### src/rtl/lcd_controlador_if.sv
// Content-generator side of the HD44780 controller: write request, busy
// back-pressure and the registered LCD pins.
interface lcd_controlador_if;
  logic       lcd_enable;
  logic [9:0] lcd_bus;
  logic       busy;
  logic       rs;
  logic       rw;
  logic       e;
  logic [7:0] lcd_data;

  modport master (
    output lcd_enable, lcd_bus,
    input  busy, rs, rw, e, lcd_data
  );

  modport slave (
    input  lcd_enable, lcd_bus,
    output busy, rs, rw, e, lcd_data
  );
endinterface

### src/rtl/lcd_controlador.sv
// HD44780 8-bit write controller: power-up wait, init sequence, then single writes.
// Define LCD_SIM_FAST_EN to shrink the 50 ms / 2 ms waits for simulation.
module lcd_controlador #(
  parameter int CLK_FREQ_MHZ = 50
) (
  input  logic              clk,
  input  logic              rst,
  lcd_controlador_if.slave  bus
);

  typedef enum logic [1:0] {POWER_UP, INIT, READY, SEND} state_t;

  localparam logic [23:0] U_CYC     = 24'(CLK_FREQ_MHZ);
  localparam logic [23:0] E_END_CYC = 24'(14 * CLK_FREQ_MHZ);
  localparam logic [23:0] SHORT_CYC = 24'(50 * CLK_FREQ_MHZ);
`ifdef LCD_SIM_FAST_EN
  localparam logic [23:0] PWR_CYC   = 24'(10 * CLK_FREQ_MHZ);
  localparam logic [23:0] LONG_CYC  = 24'(60 * CLK_FREQ_MHZ);
`else
  localparam logic [23:0] PWR_CYC   = 24'(50000 * CLK_FREQ_MHZ);
  localparam logic [23:0] LONG_CYC  = 24'(2000 * CLK_FREQ_MHZ);
`endif

  function automatic logic [7:0] init_cmd(input logic [1:0] idx);
    case (idx)
      2'd0:    return 8'h38;
      2'd1:    return 8'h0C;
      2'd2:    return 8'h01;
      default: return 8'h06;
    endcase
  endfunction

  state_t      state;
  logic [23:0] cnt;
  logic [1:0]  init_idx;

  logic [23:0] cnt_next;
  logic        e_next;
  logic        long_cmd;
  logic        xfer_last;

  // Timing is derived from the latched pins, so INIT and SEND share one rule set.
  always_comb begin
    cnt_next  = cnt + 24'd1;
    e_next    = (cnt_next >= U_CYC) && (cnt_next < E_END_CYC);
    long_cmd  = !bus.rs && ((bus.lcd_data == 8'h01) || (bus.lcd_data == 8'h02));
    xfer_last = (cnt == ((long_cmd ? LONG_CYC : SHORT_CYC) - 24'd1));
  end

  // NOTE: every state register uses <= so all of them update from the same
  // pre-edge values; the async reset pulls e low without waiting for clk.
  always_ff @(posedge clk or posedge rst) begin
    if (rst) begin
      state        <= POWER_UP;
      cnt          <= '0;
      init_idx     <= '0;
      bus.busy     <= 1'b1;
      bus.e        <= 1'b0;
      bus.rs       <= 1'b0;
      bus.rw       <= 1'b0;
      bus.lcd_data <= 8'h00;
    end else begin
      case (state)
        POWER_UP: begin
          if (cnt == PWR_CYC - 24'd1) begin
            state        <= INIT;
            cnt          <= '0;
            init_idx     <= '0;
            bus.rs       <= 1'b0;
            bus.rw       <= 1'b0;
            bus.lcd_data <= init_cmd(2'd0);
          end else begin
            cnt <= cnt_next;
          end
        end

        INIT: begin
          if (xfer_last) begin
            cnt   <= '0;
            bus.e <= 1'b0;
            if (init_idx == 2'd3) begin
              state    <= READY;
              bus.busy <= 1'b0;
            end else begin
              init_idx     <= init_idx + 2'd1;
              bus.lcd_data <= init_cmd(init_idx + 2'd1);
            end
          end else begin
            cnt   <= cnt_next;
            bus.e <= e_next;
          end
        end

        READY: begin
          cnt <= '0;
          if (bus.lcd_enable) begin
            state        <= SEND;
            bus.busy     <= 1'b1;
            bus.rs       <= bus.lcd_bus[9];
            bus.rw       <= bus.lcd_bus[8];
            bus.lcd_data <= bus.lcd_bus[7:0];
          end
        end

        SEND: begin
          if (xfer_last) begin
            state    <= READY;
            cnt      <= '0;
            bus.busy <= 1'b0;
            bus.e    <= 1'b0;
          end else begin
            cnt   <= cnt_next;
            bus.e <= e_next;
          end
        end

        default: begin
          state    <= POWER_UP;
          cnt      <= '0;
          bus.busy <= 1'b1;
          bus.e    <= 1'b0;
        end
      endcase
    end
  end

endmodule

### src/flat_wrapper.sv
// flat-port wrapper written by rule: the top's interface ports become plain ports
module lcd_controlador_flat 
#(
  parameter int CLK_FREQ_MHZ = 50
)
  (clk, rst, bus_lcd_enable, bus_lcd_bus, bus_busy, bus_rs, bus_rw, bus_e, bus_lcd_data);
  lcd_controlador_if bus_i ();
  input  logic clk;
  input  logic rst;
  input wire logic [$bits(bus_i.lcd_enable)-1:0] bus_lcd_enable;
  input wire logic [$bits(bus_i.lcd_bus)-1:0] bus_lcd_bus;
  output wire logic [$bits(bus_i.busy)-1:0] bus_busy;
  output wire logic [$bits(bus_i.rs)-1:0] bus_rs;
  output wire logic [$bits(bus_i.rw)-1:0] bus_rw;
  output wire logic [$bits(bus_i.e)-1:0] bus_e;
  output wire logic [$bits(bus_i.lcd_data)-1:0] bus_lcd_data;
  assign bus_i.lcd_enable = bus_lcd_enable;
  assign bus_i.lcd_bus = bus_lcd_bus;
  assign bus_busy = bus_i.busy;
  assign bus_rs = bus_i.rs;
  assign bus_rw = bus_i.rw;
  assign bus_e = bus_i.e;
  assign bus_lcd_data = bus_i.lcd_data;
  lcd_controlador #(.CLK_FREQ_MHZ(CLK_FREQ_MHZ)) u_core (.clk(clk), .rst(rst), .bus(bus_i));
endmodule
### config.mk
export PLATFORM = sky130hd
export DESIGN_NAME = lcd_controlador_flat
export DESIGN_NICKNAME = d
export VERILOG_FILES = /design/src/rtl/lcd_controlador_if.sv /design/src/rtl/lcd_controlador.sv /design/src/flat_wrapper.sv
export SDC_FILE = /design/constraint.sdc
export NUM_CORES = 1
export LEC_CHECK = 0
export CORE_ASPECT_RATIO = 0.75
export CORE_MARGIN = 2
export CORE_UTILIZATION = 30
export CTS_CLUSTER_DIAMETER = 120
export DETAILED_ROUTE_END_ITERATION = 16
export DONT_BUFFER_PORTS = 1
export GPL_TIMING_DRIVEN = 0
export PLACE_DENSITY = 0.55
export SETUP_SLACK_MARGIN = 0.15
export SYNTH_ARGS = -nofsm -noshare
export SYNTH_HDL_FRONTEND = slang
export SYNTH_SLANG_ARGS = --single-unit
export TNS_END_PERCENT = 50
### constraint.sdc
create_clock -name clk -period 3.2 [get_ports clk]
set_input_delay 0.64 -clock clk [delete_from_list [all_inputs] [get_ports clk]]
set_output_delay 0.64 -clock clk [all_outputs]
set_load 0.03 [all_outputs]
==> flow_summary.yaml, run 1 <==
drt:
  wire_per_inst_um: 15.82
  num_vias: 2213
  drc: 0
  drt_pass1_iterations: 4
  ant_nets: 0
  drt-total-wl_um: 6488
  viasPerCell: 5.398
  dr.first_iter.drc_count: 189
placement:
  dp.final_hpwl_um: 4892
  portBuffers: 0
  place_inst: 402
  gp_congestion: 0.8225
  dp_slack_ns: 0.5033
power_and_ir_drop:
  peakVddDrop_v: 0.0002276
  swShare: 0.2079
  clkPwrFrac: 0.486
  powerDensity_nw_per_um2: 333.5
  total_power_mw: 1.009
  power_frac_comb: 0.013
  seq_power_share: 0.501
  power.net_switching_mw: 0.2098
  p_leak_nw: 1.352
  p_int_mw: 0.7996
worst_setup_path:
  critPathArrivalTime_ns: 2.96
  cp_top_family: "compound AO/OA/AOI/OAI gates"
  cp-start-kind: "register"
  critPathBufInv: 1
  cp_cell_sequence: "ha_1 -> clkbuf_1 -> nand2_1 -> o22ai_1 -> a31oi_1 -> o21a_2 -> a32oi_1 -> or4b_1 -> o21ai_1"
  crit_required_ns: 3.41
  critPathMaxStageDelay_ns: 0.48
  criticalPathCategory: "reg2reg"
  crit_fanout: 10
  r2r-start: "u_core.cnt[0]$_DFF_PP0_"
  reg2reg_to: "u_core.bus.e$_DFFE_PP0P_"
  regToRegSetupSlack_ns: 0.45
  critPathSlowestCell: "dfrtp_1"
  rr_worst_depth: 9
  end_kind: "register"
yosys:
  ys_ff_latch: 40
  synthFlopType: "dfrtp_1"
  yosys_warnings: 0
  syn-mean-instance-area_um2: 9.429
  yosys.cell_types.count: 66
  synth_nets: 312
  synth-edff-count: 0
  synth.yosys.seq_area_share: 0.3678
  synth.cell_area_um2: 2725
  postSynthCellCount: 289
  synthArstFlopShare: 1.000
clock_network:
  cts_max_level: 2
  cts_hold_buf: 0
  clkTransAtPathRegs_ns: 0.06
  cts-root-buf: "clkbuf_16"
  postCtsSetupRepairBufs: 0
  cts_tree: "done"
  cts_sinks: 40
  ctsResizeCount: 0
  clk_latency_ns: 0.28
  cts_buffers: 5
  cts_buffer_depth: 2
timing:
  rsz0062_at_grt: "no"
  fin_crit_ns: 2.749
  finalHoldViolations: 0
  max-slew-margin-rel: 0.6951
  tns_ns: 0
  setup_viol: 0
  setup_slack_ns: 0.4507
  slew_violations: 0
  tightest_slew_ns: 0.4574
  period_share: 0.8592
  fmax_mhz: 363.7
  finClkSkew_ns: 0.008521
floorplanning:
  initial_core_util: 0.3050
  core_um2: 8934
  die_area_um2: 9870
  die_x_um: 114.1
  rows: 30
  die_y_um: 86.54
  io_pins: 25
layout:
  syn_to_final_growth_pct: 11.07
  seq_area_um2: 1002
  multiInputGateArea_um2: 1592
  finalNonFillerCells: 410
  antenna_cells: 0
  layout_common_cells: "dfrtp_1, nor2_1, xnor2_1"
  post-route-util: 0.3388
  layout-drive-gt1-share: 0.1309
  nFillCells: 917
  final_common_cell: "dfrtp_1"
  nNetsFinal: 320
min_path:
  min_path_type: "in2async"
global_route:
  grt_max_degree: 26
  grt_pass1_wl_um: 11110
  overflow: 0
  antenna_found_initial: 0
  grt_pass1_vias: 2165
  grt_use_total: 0.1425
job:
  drv_cap: 0
status:
  status: "complete, no violations"
-- flip-flops by register name, indices dropped and copies added (netlist names) --
register             cells
u_core.cnt              24
u_core.bus.busy          1
u_core.bus.rw            1
u_core.state             2
u_core.bus.e             1
u_core.init_idx          2
u_core.bus.rs            1
u_core.bus.lcd_data      8
-- power by group through the flow --
stage          clock (mW)  sequential, mW  combinational, mW
2_1_floorplan           0           0.515            0.00745
3_3_place_gp            0           0.515             0.0112
3_5_place_dp            0           0.515             0.0146
4_1_cts             0.503           0.506             0.0146
5_1_grt             0.527           0.505             0.0155
6_report            0.490           0.506             0.0132
-- cell usage after synthesis, types with 3 or more instances --
cell,n,area share
buf_2,6,0.011
and3_1,6,0.014
o21ai_0,3,0.0055
nand4_1,3,0.0069
a32o_1,5,0.018
nand3_1,12,0.022
nor3_1,5,0.0092
mux2_1,8,0.033
clkbuf_1,10,0.014
nand2_1,18,0.025
nor4_1,5,0.011
or3_1,5,0.011
nor2_1,32,0.044
mux2i_1,5,0.018
inv_1,9,0.012
a31oi_1,6,0.014
xor2_1,10,0.032
a21oi_1,6,0.011
o21ai_1,3,0.0055
dfrtp_1,39,0.36
and4_1,5,0.016
and2_1,3,0.0069
ha_1,10,0.046
xnor2_1,19,0.061
-- cell type report --
cell class                      count  share of cell area
Timing Repair Buffer                1            0.006614
Tap cell                          112             0.04630
Multi-Input combinational cell    221              0.5258
Clock buffer                        7             0.04382
Sequential cell                    40              0.3311
Inverter                            9             0.01116
Clock inverter                      1            0.002894
Buffer                             19             0.03224
-- worst max path at each step --
stage | startpoint | endpoint | cells after the start
2_1_floorplan | u_core.cnt[0]$_DFF_PP0_ | u_core.bus.e$_DFFE_PP0P_ | 9
3_3_place_gp | u_core.cnt[0]$_DFF_PP0_ | u_core.bus.e$_DFFE_PP0P_ | 9
3_5_place_dp | u_core.cnt[0]$_DFF_PP0_ | u_core.bus.e$_DFFE_PP0P_ | 9
4_1_cts | u_core.cnt[0]$_DFF_PP0_ | u_core.bus.e$_DFFE_PP0P_ | 9
5_1_grt | u_core.cnt[0]$_DFF_PP0_ | u_core.bus.e$_DFFE_PP0P_ | 9
6_report | u_core.cnt[0]$_DFF_PP0_ | u_core.bus.e$_DFFE_PP0P_ | 9
-- routing by layer --
| layer | up-vias | share of wire | global-route usage |
|---|---|---|---|
| met4 | 0 | 0.0037 | 0.02993 |
| met2 | 57 | 0.43 | 0.2159 |
| met1 | 1095 | 0.49 | 0.2098 |
| met5 | - | 0 | 0 |
| li1 | 1059 | - | - |
| met3 | 2 | 0.077 | 0.03007 |
-- stage by stage --
step                      cell area [µm²]  hold WS [ns]
final                                3027        0.2351
after global routing                 3027        0.2500
after CTS                            3027        0.2471
after detailed placement             2885        0.5435
after global placement               2865        0.5676
after floorplan                      2725        0.5206
-- logic make-up after synthesis --
family | synth area share
simple gates | 0.2681
flops | 0.3678
buf+inv | 0.04821
mux | 0.05647
compound gates | 0.1203
xor+xnor | 0.09320
fa+ha+maj | 0.04591
(Power assumes the default switching activity.)
==> inputs of run 2 (changes only) <==
CTS_BUF_LIST = sky130_fd_sc_hd__clkbuf_4   (was unset)
==> run 2 against run 1 <==
Against the previous run: combinational power hardly changed; sequential power hardly changed; via count decreased by 1.1%; setup slack worse by 0.053 ns; cell area is 2.6% lower; largest power group unchanged.
==> flow_summary.yaml, run 2 (synthesis results as in run 1) <==
worst_setup_path:
  reg2reg_to: "u_core.bus.e$_DFFE_PP0P_"
  critPathArrivalTime_ns: 3.10
  cp_cell_sequence: "ha_1 -> clkbuf_1 -> nand2_1 -> o22ai_1 -> a31oi_1 -> o21a_2 -> a32oi_1 -> or4b_1 -> o21ai_1"
  crit_required_ns: 3.50
  cp-start-kind: "register"
  critPathMaxStageDelay_ns: 0.51
  path_depth: 9
  r2r-start: "u_core.cnt[0]$_DFF_PP0_"
  end_kind: "register"
  regToRegSetupSlack_ns: 0.40
  rr_worst_depth: 9
  crit_fanout: 10
  critPathBufInv: 1
  critPathSlowestCell: "dfrtp_1"
  criticalPathCategory: "reg2reg"
  cp_top_family: "compound AO/OA/AOI/OAI gates"
layout:
  post-route-util: 0.3298
  antenna_cells: 0
  reg_top3: "u_core.cnt x24, u_core.bus.lcd_data x8"
  largest_register_ff_count: 24
  nFillCells: 932
  layout-drive-gt1-share: 0.1376
  syn_to_final_growth_pct: 8.127
  finalNonFillerCells: 410
  layout_common_cells: "dfrtp_1, nor2_1, xnor2_1"
  final_common_cell: "dfrtp_1"
  stdcell_area_um2: 2947
  multiInputGateArea_um2: 1592
  regMostFlops: "u_core.cnt"
  seq_area_um2: 1002
  nNetsFinal: 320
timing:
  hold_slack_ns: 0.1363
  finalHoldViolations: 0
  fmax_mhz: 356.9
  fin_crit_ns: 2.802
  tightest_slew_ns: 0.4497
  rsz0062_at_grt: "no"
  setup_slack_ns: 0.3977
  tns_ns: 0
  finClkSkew_ns: 0.02019
  max-slew-margin-rel: 0.7002
  slew_violations: 0
  setup_viol: 0
  period_share: 0.8757
floorplanning:
  die_area_um2: 9870
  die_x_um: 114.1
  io_pins: 25
  initial_core_util: 0.3050
  die_y_um: 86.54
  rows: 30
  core_um2: 8934
global_route:
  grt_max_degree: 26
  grt_use_total: 0.1425
  antenna_found_initial: 0
  grt_pass1_wl_um: 11080
  grt_pass1_vias: 2163
  overflow: 0
status:
  status: "complete, no violations"
min_path:
  min_path_type: "in2async"
power_and_ir_drop:
  p_leak_nw: 1.320
  peakVddDrop_v: 0.0001042
  swShare: 0.2424
  power.net_switching_mw: 0.1963
  total_power_mw: 0.8099
  seq_power_share: 0.624
  powerDensity_nw_per_um2: 274.9
  clkPwrFrac: 0.359
  p_int_mw: 0.6136
  power_frac_comb: 0.016
clock_network:
  cts_buffer_depth: 2
  ctsResizeCount: 0
  cts_sinks: 40
  clkTransAtPathRegs_ns: 0.13
  cts_hold_buf: 0
  cts_tree: "done"
  cts_buffers: 5
  cts-root-buf: "clkbuf_4"
  clk_latency_ns: 0.37
  postCtsSetupRepairBufs: 0
  cts_max_level: 2
placement:
  dp.final_hpwl_um: 4892
  place_inst: 402
  portBuffers: 0
  place_area_um2: 2885
  dp_slack_ns: 0.5033
  gp_congestion: 0.8225
job:
  drv_cap: 0
drt:
  drc: 0
  drt-total-wl_um: 6522
  dr.first_iter.drc_count: 174
  viasPerCell: 5.337
  wire_per_inst_um: 15.91
  drt_pass1_iterations: 4
  num_vias: 2188
  ant_nets: 0
-- run 2: cell counts in the layout (fill, tap and decap cells not counted) --
No cell type changed its count.
-- run 2: worst max path at each step --
stage / from / endpoint / slack [ns]
2_1_floorplan: u_core.cnt[0]$_DFF_PP0_ / u_core.bus.e$_DFFE_PP0P_ / 0.96
3_3_place_gp: u_core.cnt[0]$_DFF_PP0_ / u_core.bus.e$_DFFE_PP0P_ / 0.56
3_5_place_dp: u_core.cnt[0]$_DFF_PP0_ / u_core.bus.e$_DFFE_PP0P_ / 0.50
4_1_cts: u_core.cnt[0]$_DFF_PP0_ / u_core.bus.e$_DFFE_PP0P_ / 0.48
5_1_grt: u_core.cnt[0]$_DFF_PP0_ / u_core.bus.e$_DFFE_PP0P_ / 0.22
6_report: u_core.cnt[0]$_DFF_PP0_ / u_core.bus.e$_DFFE_PP0P_ / 0.40
-- run 2: layout make-up --
class | count | share of cell area
clock inverter | 1 | 0.002972
timing repair buffer | 1 | 0.006794
tap | 112 | 0.04756
clock buffer | 7 | 0.01783
inverter | 9 | 0.01146
sequential | 40 | 0.3401
buffer | 19 | 0.03312
multi-input combinational | 221 | 0.5401
-- run 2: power groups by stage --
stage	Combinational (mW)	Sequential [mW]	Clock, mW
floorplan	0.00745	0.515	0
global placement	0.0112	0.515	0
detailed placement	0.0146	0.515	0
CTS	0.0146	0.506	0.297
global route	0.0155	0.506	0.315
finish	0.0133	0.506	0.291
-- run 2: routing by layer --
metal  up-vias  wire length (µm)  GRT usage
li1       1053                 -          -
met1      1093              3398     0.2103
met2        35              2807     0.2154
met3         7               258    0.02797
met4         0                57    0.03326
met5         -                 0          0
==> inputs of run 3 (changes only) <==
CTS_BUF_LIST = sky130_fd_sc_hd__clkbuf_8 sky130_fd_sc_hd__clkbuf_16   (was sky130_fd_sc_hd__clkbuf_4)
==> run 3 against run 2 <==
Against the previous run: maximum frequency up 2.0%; non-clock buffer count unchanged; cell area is 2.7% higher; utilization rose by 0.90 points; register-to-register slack gained 0.05 ns; sequential share of layout area is 0.90 points lower; sequential power about the same; power is 24% higher; clock skew shrank 0.012 ns; die area did not move; clock power grew 66%; hold slack improved by 0.098 ns; largest cell class unchanged.
==> flow_summary.yaml, run 3 (synthesis results as in run 1) <==
layout:
  layout-drive-gt1-share: 0.1309
  layout_common_cells: "dfrtp_1, nor2_1, xnor2_1"
  final_common_cell: "dfrtp_1"
  reg_top3: "u_core.cnt x24, u_core.bus.lcd_data x8"
  nNetsFinal: 320
  syn_to_final_growth_pct: 11.07
  antenna_cells: 0
  regMostFlops: "u_core.cnt"
  nFillCells: 917
  largest_register_ff_count: 24
clock_network:
  cts_hold_buf: 0
  cts-root-buf: "clkbuf_16"
  clkTransAtPathRegs_ns: 0.06
  cts_sinks: 40
  cts_buffer_depth: 2
  cts_buffers: 5
  cts_tree: "done"
  clk_latency_ns: 0.28
  ctsResizeCount: 0
  postCtsSetupRepairBufs: 0
  cts_max_level: 2
placement:
  portBuffers: 0
  dp.final_hpwl_um: 4892
  gp_congestion: 0.8225
drt:
  wire_per_inst_um: 15.84
  dr.first_iter.drc_count: 186
  num_vias: 2209
  drt-total-wl_um: 6494
  viasPerCell: 5.388
  ant_nets: 0
  drt_pass1_iterations: 4
  drc: 0
worst_setup_path:
  crit_fanout: 10
  critPathSlowestCell: "dfrtp_1"
  r2r-start: "u_core.cnt[0]$_DFF_PP0_"
  crit_required_ns: 3.41
  critPathArrivalTime_ns: 2.96
  criticalPathCategory: "reg2reg"
  cp-start-kind: "register"
  cp_cell_sequence: "ha_1 -> clkbuf_1 -> nand2_1 -> o22ai_1 -> a31oi_1 -> o21a_2 -> a32oi_1 -> or4b_1 -> o21ai_1"
  rr_worst_depth: 9
  critPathMaxStageDelay_ns: 0.48
  crit_path_start: "u_core.cnt[0]$_DFF_PP0_"
  end_kind: "register"
  reg2reg_to: "u_core.bus.e$_DFFE_PP0P_"
  regToRegSetupSlack_ns: 0.45
  endpoint: "u_core.bus.e$_DFFE_PP0P_"
timing:
  max-slew-margin-rel: 0.6957
  fmax_mhz: 364.0
  tns_ns: 0
  tightest_slew_ns: 0.4564
  setup_viol: 0
  finClkSkew_ns: 0.008314
  slew_violations: 0
  fin_crit_ns: 2.747
  period_share: 0.8586
  rsz0062_at_grt: "no"
  finalHoldViolations: 0
global_route:
  antenna_found_initial: 0
  grt_pass1_vias: 2165
  overflow: 0
  grt_max_degree: 26
  grt_use_total: 0.1425
  grt_pass1_wl_um: 11110
floorplanning:
  initial_core_util: 0.3050
  die_area_um2: 9870
  io_pins: 25
  die_y_um: 86.54
  die_x_um: 114.1
  rows: 30
  core_um2: 8934
power_and_ir_drop:
  peakVddDrop_v: 0.0002278
  total_power_mw: 1.003
  p_leak_nw: 1.360
  powerDensity_nw_per_um2: 331.5
job:
  drv_cap: 0
status:
  status: "complete, no violations"
min_path:
  min_path_type: "in2async"
==> run 3: cell types whose count changed in the layout (fill, tap and decap cells not counted) <==
| cell | before | now |
|---|---|---|
| inv_1 | 8 | 10 |
| clkbuf_16 | 0 | 5 |
| clkbuf_4 | 7 | 0 |
==> run 3: worst min path at each step <==
stage / from / endpoint / cells past startpoint / slack [ns]
2_1_floorplan: u_core.cnt[0]$_DFF_PP0_ / u_core.cnt[0]$_DFF_PP0_ / 1 / 0.52
3_3_place_gp: u_core.cnt[0]$_DFF_PP0_ / u_core.cnt[0]$_DFF_PP0_ / 1 / 0.57
3_5_place_dp: rst / u_core.cnt[0]$_DFF_PP0_ / 1 / 0.54
4_1_cts: rst / u_core.cnt[14]$_DFF_PP0_ / 1 / 0.25
5_1_grt: rst / u_core.cnt[14]$_DFF_PP0_ / 1 / 0.25
6_report: rst / u_core.cnt[14]$_DFF_PP0_ / 1 / 0.23
==> run 3: final cells by class <==
| cell class | count | area, µm² | area share |
|---|---|---|---|
| multi-input cells | 221 | 1592 | 0.5258 |
| flip-flops and latches | 40 | 1002 | 0.3311 |
| well taps | 112 | 140.1 | 0.04630 |
| clock buffers | 5 | 125.1 | 0.04134 |
| plain buffers | 19 | 97.59 | 0.03224 |
| inverters | 9 | 33.78 | 0.01116 |
| repair buffers | 1 | 20.02 | 0.006614 |
| clock inverters | 3 | 16.27 | 0.005374 |
==> run 3: worst max-delay path: cells and delay by family, from the launching register on <==
| kind | cells | cell delay [ns] |
|---|---|---|
| flops | 1 | 0.48 |
| simple gates | 2 | 0.58 |
| buf+inv | 1 | 0.40 |
| compound gates | 5 | 0.93 |
| fa+ha+maj | 1 | 0.31 |
==> run 3: metrics by stage <==
step	cells	hold slack [ns]	util	area, µm²	setup slack, ns
after global placement	401	0.5676	0.3207	2865	0.5575
after detailed placement	402	0.5435	0.3230	2885	0.5033
after global routing	410	0.2497	0.3388	3027	0.2298
final	410	0.2340	0.3388	3027	0.4525
after floorplan	289	0.5206	-	2725	0.9576
after CTS	410	0.2468	0.3388	3027	0.4905
==> run 3: report_power, final <==
group	internal [mW]	total (mW)	switching, mW
registers	0.506	0.506	0
clock network	0.285	0.484	0.200
logic	0.00262	0.0132	0.0105
==> run 3: layer usage <==
layer,vias up,track usage,wire (µm)
met1,1089,0.2098,3155
met2,60,0.2159,2785
met4,0,0.02993,24
met5,-,0,0
li1,1058,-,-
met3,2,0.03007,529
